`config.mk`:
```
export PLATFORM = sky130hd
export DESIGN_NAME = mmio_store_sink_flat
export DESIGN_NICKNAME = d
export VERILOG_FILES = /design/src/rtl/mmio_store_sink_if.sv /design/src/rtl/mmio_store_sink.sv /design/src/flat_wrapper.sv
export SDC_FILE = /design/constraint.sdc
export NUM_CORES = 1
export LEC_CHECK = 0
export CAP_MARGIN = 20
export CORE_ASPECT_RATIO = 0.7
export CORE_MARGIN = 10
export CORE_UTILIZATION = 47
export CTS_CLUSTER_SIZE = 25
export DETAILED_ROUTE_END_ITERATION = 8
export GPL_TIMING_DRIVEN = 0
export PLACE_DENSITY = 0.76
export RECOVER_POWER = 50
export REMOVE_ABC_BUFFERS = 1
export SLEW_MARGIN = 5
export SYNTH_ARGS = -nofsm -noshare
export SYNTH_HDL_FRONTEND = slang
export SYNTH_SLANG_ARGS = --single-unit
export TNS_END_PERCENT = 30
```
`constraint.sdc`:
```
create_clock -name clk -period 2.6 [get_ports clk]
set_input_delay 0.52 -clock clk [delete_from_list [all_inputs] [get_ports clk]]
set_output_delay 0.52 -clock clk [all_outputs]
set_load 0.02 [all_outputs]
```
`src/rtl/mmio_store_sink_if.sv`:
```
// mmio_store_sink_if
// Bundles the MEM-stage store port and the downstream valid/ready stream
// of the memory-mapped store sink, plus its status outputs.
//   memwrite / dataaddr / writedata : store strobe, byte address, data (core -> sink)
//   out_valid / out_data / out_ready : FIFO head stream (sink <-> consumer)
//   fifo_count / overflow / enabled / stores_seen : status (sink -> observers)
// Modports: master = core + consumer side, slave = the sink itself.
interface mmio_store_sink_if #(
  parameter int DEPTH = 4,
  parameter int CW    = $clog2(DEPTH) + 1
);
  logic          memwrite;
  logic [31:0]   dataaddr;
  logic [31:0]   writedata;
  logic          out_valid;
  logic [31:0]   out_data;
  logic          out_ready;
  logic [CW-1:0] fifo_count;
  logic          overflow;
  logic          enabled;
  logic [15:0]   stores_seen;

  modport master (
    output memwrite, dataaddr, writedata, out_ready,
    input  out_valid, out_data, fifo_count, overflow, enabled, stores_seen
  );

  modport slave (
    input  memwrite, dataaddr, writedata, out_ready,
    output out_valid, out_data, fifo_count, overflow, enabled, stores_seen
  );
endinterface

```
`src/rtl/mmio_store_sink.sv`:
```
// mmio_store_sink
// Memory-mapped store responder beside data memory. Stores to BASE_ADDR
// are queued in a DEPTH-entry FIFO and drained over a valid/ready stream;
// stores to BASE_ADDR+4 write the control register (bit0 enable,
// bit1 one-shot flush that also clears the sticky overflow flag).
// Ports:
//   clk   : single clock, rising edge
//   reset : synchronous active-high reset
//   bus   : mmio_store_sink_if slave modport (store port, stream, status)
module mmio_store_sink #(
  parameter logic [31:0] BASE_ADDR = 32'hFFFF_0000,
  parameter int          DEPTH     = 4,
  parameter int          CW        = $clog2(DEPTH) + 1
) (
  input logic               clk,
  input logic               reset,
  mmio_store_sink_if.slave  bus
);
  localparam int AW = $clog2(DEPTH);
  localparam logic [31:0] CTRL_ADDR = BASE_ADDR + 32'd4;
  localparam logic [CW-1:0] FULL_COUNT = CW'(DEPTH);

  logic [31:0]   mem [DEPTH];
  logic [AW-1:0] wrPtr;
  logic [AW-1:0] rdPtr;
  logic [CW-1:0] count;
  logic          overflowReg;
  logic          enabledReg;
  logic [15:0]   storesSeen;

  logic dataHit;
  logic ctrlHit;
  logic flush;
  logic isFull;
  logic headValid;
  logic pop;
  logic push;
  logic drop;

  // Exact 32-bit decode; the registered enable gates data stores, so a
  // control write only affects stores from the following cycle onward.
  always_comb begin
    dataHit   = bus.memwrite && (bus.dataaddr == BASE_ADDR);
    ctrlHit   = bus.memwrite && (bus.dataaddr == CTRL_ADDR);
    flush     = ctrlHit && bus.writedata[1];
    isFull    = (count == FULL_COUNT);
    headValid = (count != '0);
    pop       = headValid && bus.out_ready;
    push      = dataHit && enabledReg && (!isFull || pop);
    drop      = dataHit && enabledReg && isFull && !pop;
  end

  // Storage array has no reset so it can map onto RAM; validity is tracked
  // by count alone. A push into a full FIFO only happens alongside a pop,
  // so the overwritten slot is the one leaving at the same edge.
  always_ff @(posedge clk) begin
    if (push) begin
      mem[wrPtr] <= bus.writedata;
    end
  end

  // Pointer, occupancy and status state. Flush and a data push can never
  // coincide because they decode different addresses; flush beats a pop.
  always_ff @(posedge clk) begin
    if (reset) begin
      wrPtr       <= '0;
      rdPtr       <= '0;
      count       <= '0;
      overflowReg <= 1'b0;
      enabledReg  <= 1'b0;
      storesSeen  <= '0;
    end else begin
      if (ctrlHit) begin
        enabledReg <= bus.writedata[0];
      end
      if (flush) begin
        wrPtr       <= '0;
        rdPtr       <= '0;
        count       <= '0;
        overflowReg <= 1'b0;
      end else begin
        if (push) begin
          wrPtr <= wrPtr + 1'b1;
        end
        if (pop) begin
          rdPtr <= rdPtr + 1'b1;
        end
        if (push && !pop) begin
          count <= count + 1'b1;
        end else if (pop && !push) begin
          count <= count - 1'b1;
        end
        if (drop) begin
          overflowReg <= 1'b1;
        end
      end
      if (push) begin
        storesSeen <= storesSeen + 16'd1;
      end
    end
  end

  // Head word is forced to zero while empty so the stream never shows
  // stale data after reset, flush or drain.
  assign bus.out_valid   = headValid;
  assign bus.out_data    = headValid ? mem[rdPtr] : 32'd0;
  assign bus.fifo_count  = count;
  assign bus.overflow    = overflowReg;
  assign bus.enabled     = enabledReg;
  assign bus.stores_seen = storesSeen;
endmodule

```
`src/flat_wrapper.sv`:
```
// flat-port wrapper written by rule: the top's interface ports become plain ports
module mmio_store_sink_flat 
#(
  parameter logic [31:0] BASE_ADDR = 32'hFFFF_0000,
  parameter int          DEPTH     = 4,
  parameter int          CW        = $clog2(DEPTH) + 1
)
  (clk, reset, bus_memwrite, bus_dataaddr, bus_writedata, bus_out_ready, bus_out_valid, bus_out_data, bus_fifo_count, bus_overflow, bus_enabled, bus_stores_seen);
  mmio_store_sink_if #(.DEPTH(DEPTH), .CW(CW)) bus_i ();
  input logic clk;
  input logic reset;
  input wire logic [$bits(bus_i.memwrite)-1:0] bus_memwrite;
  input wire logic [$bits(bus_i.dataaddr)-1:0] bus_dataaddr;
  input wire logic [$bits(bus_i.writedata)-1:0] bus_writedata;
  input wire logic [$bits(bus_i.out_ready)-1:0] bus_out_ready;
  output wire logic [$bits(bus_i.out_valid)-1:0] bus_out_valid;
  output wire logic [$bits(bus_i.out_data)-1:0] bus_out_data;
  output wire logic [$bits(bus_i.fifo_count)-1:0] bus_fifo_count;
  output wire logic [$bits(bus_i.overflow)-1:0] bus_overflow;
  output wire logic [$bits(bus_i.enabled)-1:0] bus_enabled;
  output wire logic [$bits(bus_i.stores_seen)-1:0] bus_stores_seen;
  assign bus_i.memwrite = bus_memwrite;
  assign bus_i.dataaddr = bus_dataaddr;
  assign bus_i.writedata = bus_writedata;
  assign bus_i.out_ready = bus_out_ready;
  assign bus_out_valid = bus_i.out_valid;
  assign bus_out_data = bus_i.out_data;
  assign bus_fifo_count = bus_i.fifo_count;
  assign bus_overflow = bus_i.overflow;
  assign bus_enabled = bus_i.enabled;
  assign bus_stores_seen = bus_i.stores_seen;
  mmio_store_sink #(.BASE_ADDR(BASE_ADDR), .DEPTH(DEPTH), .CW(CW)) u_core (.clk(clk), .reset(reset), .bus(bus_i));
endmodule
```
After elaboration in Yosys (flattened, before gate mapping)
Memory sizes are Yosys's and may differ from the RTL's. A register that Yosys moved wholly into a read port is not among the register bits.
Cells that the tools add are included.
{"block": "word_totals", "ff_bits": 25, "ramBits": 128, "in_bits": 68, "output_inout_bits": 54, "elab_cells": 39, "mem_count": 1}
{"name": "u_core.mem", "words": 4, "width": 32, "read_ports": 1, "rd_ports_with_merged_regs": 1, "wr": 1, "line_no": "mmio_store_sink.sv:23", "rtl": "logic [31:0] mem [DEPTH];"}
{"block": "classes", "add_sub_neg": 5, "n_eq_ne": 3, "muxes": 7, "reduce_logical": 17}
{"op": "32-bit == test (second input constant)", "count": 2}
{"op": "32-bit two-way mux", "count": 1}
{"op": "16-bit by 1-bit adder with 16-bit output (second input constant)", "count": 1}
{"op": "1-bit logical AND", "count": 10}
{"op": "3-bit two-way mux", "count": 2}
{"op": "2-bit by 1-bit adder with 2-bit output (second input constant)", "count": 2}
{"op": "2-bit two-way mux", "count": 2}
{"op": "3-bit by 1-bit adder with 3-bit output (second input constant)", "count": 1}
{"op": "3-bit == test (second input constant)", "count": 1}
{"op": "1-bit zero test", "count": 3}
{"op": "3-bit nonzero test", "count": 1}
{"op": "3-bit by 1-bit subtractor with 3-bit output (second input constant)", "count": 1}
{"op": "1-bit two-way mux", "count": 2}
{"op": "2-bit nonzero test", "count": 1}
{"op": "2-bit OR reduction", "count": 1}
{"op": "1-bit logical OR", "count": 1}

Logic depth before layout (Yosys ltp)
{"block": "logic_depth", "ltp_word": 8, "ltp_mapped": 13}

Worst setup path before layout
OpenSTA, ideal clock, no wires.
{"block": "synth_timing", "kind": "input -> register", "from": "input bus_dataaddr[1]", "to": "memory u_core.mem[0][0] (enable)", "setup_ns": 0.392, "arrival_time_ns": 2.431, "required_ns": 2.208, "path_slack_ns": -0.223, "cell_stages": 7, "path_buffers": 2, "cell_sequence": "nor4_2 and4_4 nand3_2 buf_6 inv_1 buf_2 and2_1"}
{"block": "synth_via", "elab_chain_len": 6}
{"item": "start, declared", "line_no": "flat_wrapper.sv:13", "rtl": "input wire logic [$bits(bus_i.dataaddr)-1:0] bus_dataaddr;"}
{"item": "32-bit == test", "line_no": "mmio_store_sink.sv:43", "rtl": "dataHit = bus.memwrite && (bus.dataaddr == BASE_ADDR);"}
{"item": "1-bit logical AND", "line_no": "mmio_store_sink.sv:43"}
{"item": "1-bit logical AND (2 in series)", "line_no": "mmio_store_sink.sv:49", "rtl": "push = dataHit && enabledReg && (!isFull || pop);"}
{"item": "via u_core.push", "line_no": "mmio_store_sink.sv:37", "rtl": "logic push;"}
{"item": "1-bit two-way mux", "line_no": "mmio_store_sink.sv:57", "rtl": "if (push) begin"}
{"item": "1-bit two-way mux (not written as such)", "line_no": "mmio_store_sink.sv:58", "rtl": "mem[wrPtr] <= bus.writedata;"}
{"item": "end, declared", "line_no": "mmio_store_sink.sv:23"}
The timed path passes the listed nets, and every way through them passes these cells.

==> impl_metrics.env <==
export IMPL_ys_seq_area_frac=0.702
export IMPL_cp_max_fo=11
export IMPL_die_h_um=116
export IMPL_ctsHtreeMaxLevel=4
export IMPL_critical_path_top_delay_family="buffers and inverters"
export IMPL_dp_cells=643
export IMPL_ir_worst_vdd_uv=473
export IMPL_holdBufCountCts=0
export IMPL_worst_slack_ns=0.0431
export IMPL_antenna_found_initial=1
export IMPL_ant_nets=0
export IMPL_dieArea_um2=18400
export IMPL_wl_um=13800
export IMPL_cts_made_buffers=17
export IMPL_hold_start="u_core.bus.overflow"
export IMPL_path_class="flip-flop to output port"
export IMPL_drt_iter0_drc=179
export IMPL_design_area_um2=8540
export IMPL_post_drt_wl_per_cell_um=20.0
export IMPL_cp_num_buf_inv=2
export IMPL_syn_cell_area_um2=6250
export IMPL_fin_crit_sh=0.983
export IMPL_groute_usage_overall=0.155
export IMPL_fin_setup_tns_ns=0
export IMPL_hold_viol=0
export IMPL_crit_arrival_ns=2.04
export IMPL_fillCellCount=904
export IMPL_p_per_area_nw_per_um2=600
export IMPL_outcome="finished clean"
export IMPL_timing_hold_ws_ns=0.486
export IMPL_area_delta_synth_final_pct=36.8
export IMPL_async_flop_share=0
export IMPL_synthFlopType="edfxtp_1"
export IMPL_path_clk_slew_ns=0.06
export IMPL_drtPass1Iterations=4
export IMPL_cts_buffer_depth=2
export IMPL_stdcell_count=690
export IMPL_post_drt_via_cell_ratio=5.45
export IMPL_power_leakage_nw=3.11
export IMPL_fin_skew_ns=0.00591
export IMPL_dp_hpwl_um=9030
export IMPL_setup_viol=0
export IMPL_end_kind="output port"
export IMPL_reg2reg_from="u_core.bus.fifo_count[0]"
export IMPL_cap_violations=0
export IMPL_ys_types=40
export IMPL_synth_ff_latch_count=155
export IMPL_fmax_mhz=391
export IMPL_regArea_um2=4390
export IMPL_cts_tree="built"
export IMPL_slew_viol_final=0
export IMPL_yosysWarnings=0
export IMPL_placed_area_um2=7720
export IMPL_post_place_ws_ns=-1.20
export IMPL_critPathLaunchType="flip-flop"
export IMPL_timing_slew_headroom=0.475
export IMPL_slowest_delay_ns=0.50
export IMPL_drc=0
export IMPL_path_cells="buf_12 > mux4_2 > and2_1 > dlygate4sd2_1"
export IMPL_vias=3759
export IMPL_multi_input_area_um2=1840
export IMPL_total_power_mw=5.12
export IMPL_core_area_um2=13100
export IMPL_crit_required_ns=2.08
export IMPL_dieWidth_um=158
export IMPL_avgSynthCellArea_um2=17.0
export IMPL_cts_root_buf="clkbuf_16"
export IMPL_layout_min_cycle_time_ns=2.56
export IMPL_nNetsFinal=585
export IMPL_fp_row_count=35
export IMPL_post_route_util=0.652
export IMPL_grt_setup_unrepaired="yes"
export IMPL_grt_pass1_vias=4113
export IMPL_clkLatencyLatePin_ns=0.42
export IMPL_crit_slowest_cell="mux4_2"
export IMPL_initial_core_util=0.477
export IMPL_drive_above_1_share=0.205
export IMPL_overflow=0
export IMPL_worstMarginPinSlew_ns=0.785
export IMPL_grt_pass1_wl_um=21600
export IMPL_grt_start_max_net_pins=26
export IMPL_clock_sinks=155
export IMPL_gp_congestion=0.807
export IMPL_portBuffers=121
export IMPL_synth_edf_count=128
export IMPL_hold_class="flip-flop to flip-flop"
export IMPL_ioPinCount=122
export IMPL_synth_cells=367
final cells by class:
cell class	instances	share of cell area
multi-input cells	191	0.216
clock buffers	18	0.0502
diodes	1	0.000293
inverters	5	0.00264
flip-flops and latches	155	0.514
repair buffers	140	0.177
clock inverters	14	0.0154
well taps	166	0.0243
sequential cells by signal (all words and copies together), names as in the netlist, named ones only:
register,cells
u_core.mem,128
u_core.bus.stores_seen,16
u_core.bus.fifo_count,3
u_core.rdPtr,2
u_core.wrPtr,2
u_core.bus.enabled,1
u_core.bus.overflow,1
cell usage in the layout, fill, tap and decap left out, types with 5 or more instances in the layout:
| cell type | instances |
|---|---|
| a21oi_1 | 13 |
| and2_1 | 32 |
| buf_12 | 8 |
| buf_4 | 9 |
| clkbuf_16 | 18 |
| clkdlybuf4s50_1 | 34 |
| dfxtp_1 | 25 |
| dlygate4sd2_1 | 29 |
| dlygate4sd3_1 | 32 |
| dlymetal6s2s_1 | 23 |
| edfxtp_1 | 128 |
| ha_1 | 5 |
| mux4_2 | 32 |
| nand2_1 | 10 |
| nand3_1 | 8 |
| nand4_1 | 11 |
| nor2_1 | 17 |
| o21ai_0 | 7 |
| or3_1 | 7 |
| xor2_1 | 5 |
cells in the mapped netlist, types with 2 or more instances:
cell type    n  area [um^2]
edfxtp_1   128         3840
or4_1        2         15.0
nand3_1      8         40.0
nor3_1       4         20.0
mux2_2       2         22.5
clkbuf_1    11         41.3
inv_1        5         18.8
xor2_1       5         43.8
buf_2        4         20.0
and3_1       2         12.5
nor2_1      18         67.6
nand4_1     11         68.8
nor4_2       2         25.0
ha_1         6         75.1
and2_1      36          225
a21oi_1     13         65.1
nand2_1     10         37.5
nor2b_1      2         12.5
mux2i_1      2         20.0
mux4_2      32          721
nand2b_1     2         12.5
or3_1        8         50.1
dfxtp_1     27          541
o21ai_0      7         35.0
nor4_4       2         42.5
xnor2_1      4         35.0
logic make-up (layout without fill, tap and decap cells):
kind of cell / after synthesis / count (layout) / synth area share
DFF: 155 / 155 / 0.702
muxes: 36 / 36 / 0.122
xor gates and xnor gates: 9 / 9 / 0.0126
other: 0 / 1 / 0
AOI/OAI and AO/OA: 24 / 24 / 0.0216
and+or+nand+nor: 114 / 115 / 0.111
adders and majority gates: 7 / 7 / 0.0152
buffers and inverters: 22 / 177 / 0.0152
where the power goes:
part | leakage (nW) | total (mW) | internal, mW | switching [mW]
combinational | 1.47 | 0.134 | 0.0802 | 0.0543
sequential | 1.37 | 2.68 | 2.68 | 0.00000000000262
clock | 0.270 | 2.31 | 1.26 | 1.05
final timing paths:
| kind | slack (ns) | to | cells past startpoint |
|---|---|---|---|
| worst max-delay path | 0.04 | bus_out_data[16] | 4 |
| worst min-delay path | 0.49 | u_core.bus.overflow | 2 |
| worst min register to register | 0.49 | u_core.bus.overflow | 2 |
| worst max register to register | 0.24 | u_core.bus.fifo_count[2] | 10 |
tightest hold or removal path: stages, from the launching register on:
cell and delay [ns]:
dfxtp_1 0.33, a21oi_1 0.05, nor2_1 0.07
layer usage:
metal	global-route usage	vias up	share of wire
met2	0.254	125	0.48
li1	-	1737	-
met5	0	-	0
met4	0.0460	0	0.012
met1	0.180	1881	0.42
met3	0.0721	16	0.090
what timing repair did:
item	CTS	global route
setup endpoints to repair	165	120
buffers inserted	6	6
resized for setup	40	36
endpoints found under the hold margin	0	0
cloned	1	1
pin swaps	3	17
No activity file was read; power rests on OpenSTA's default activity.
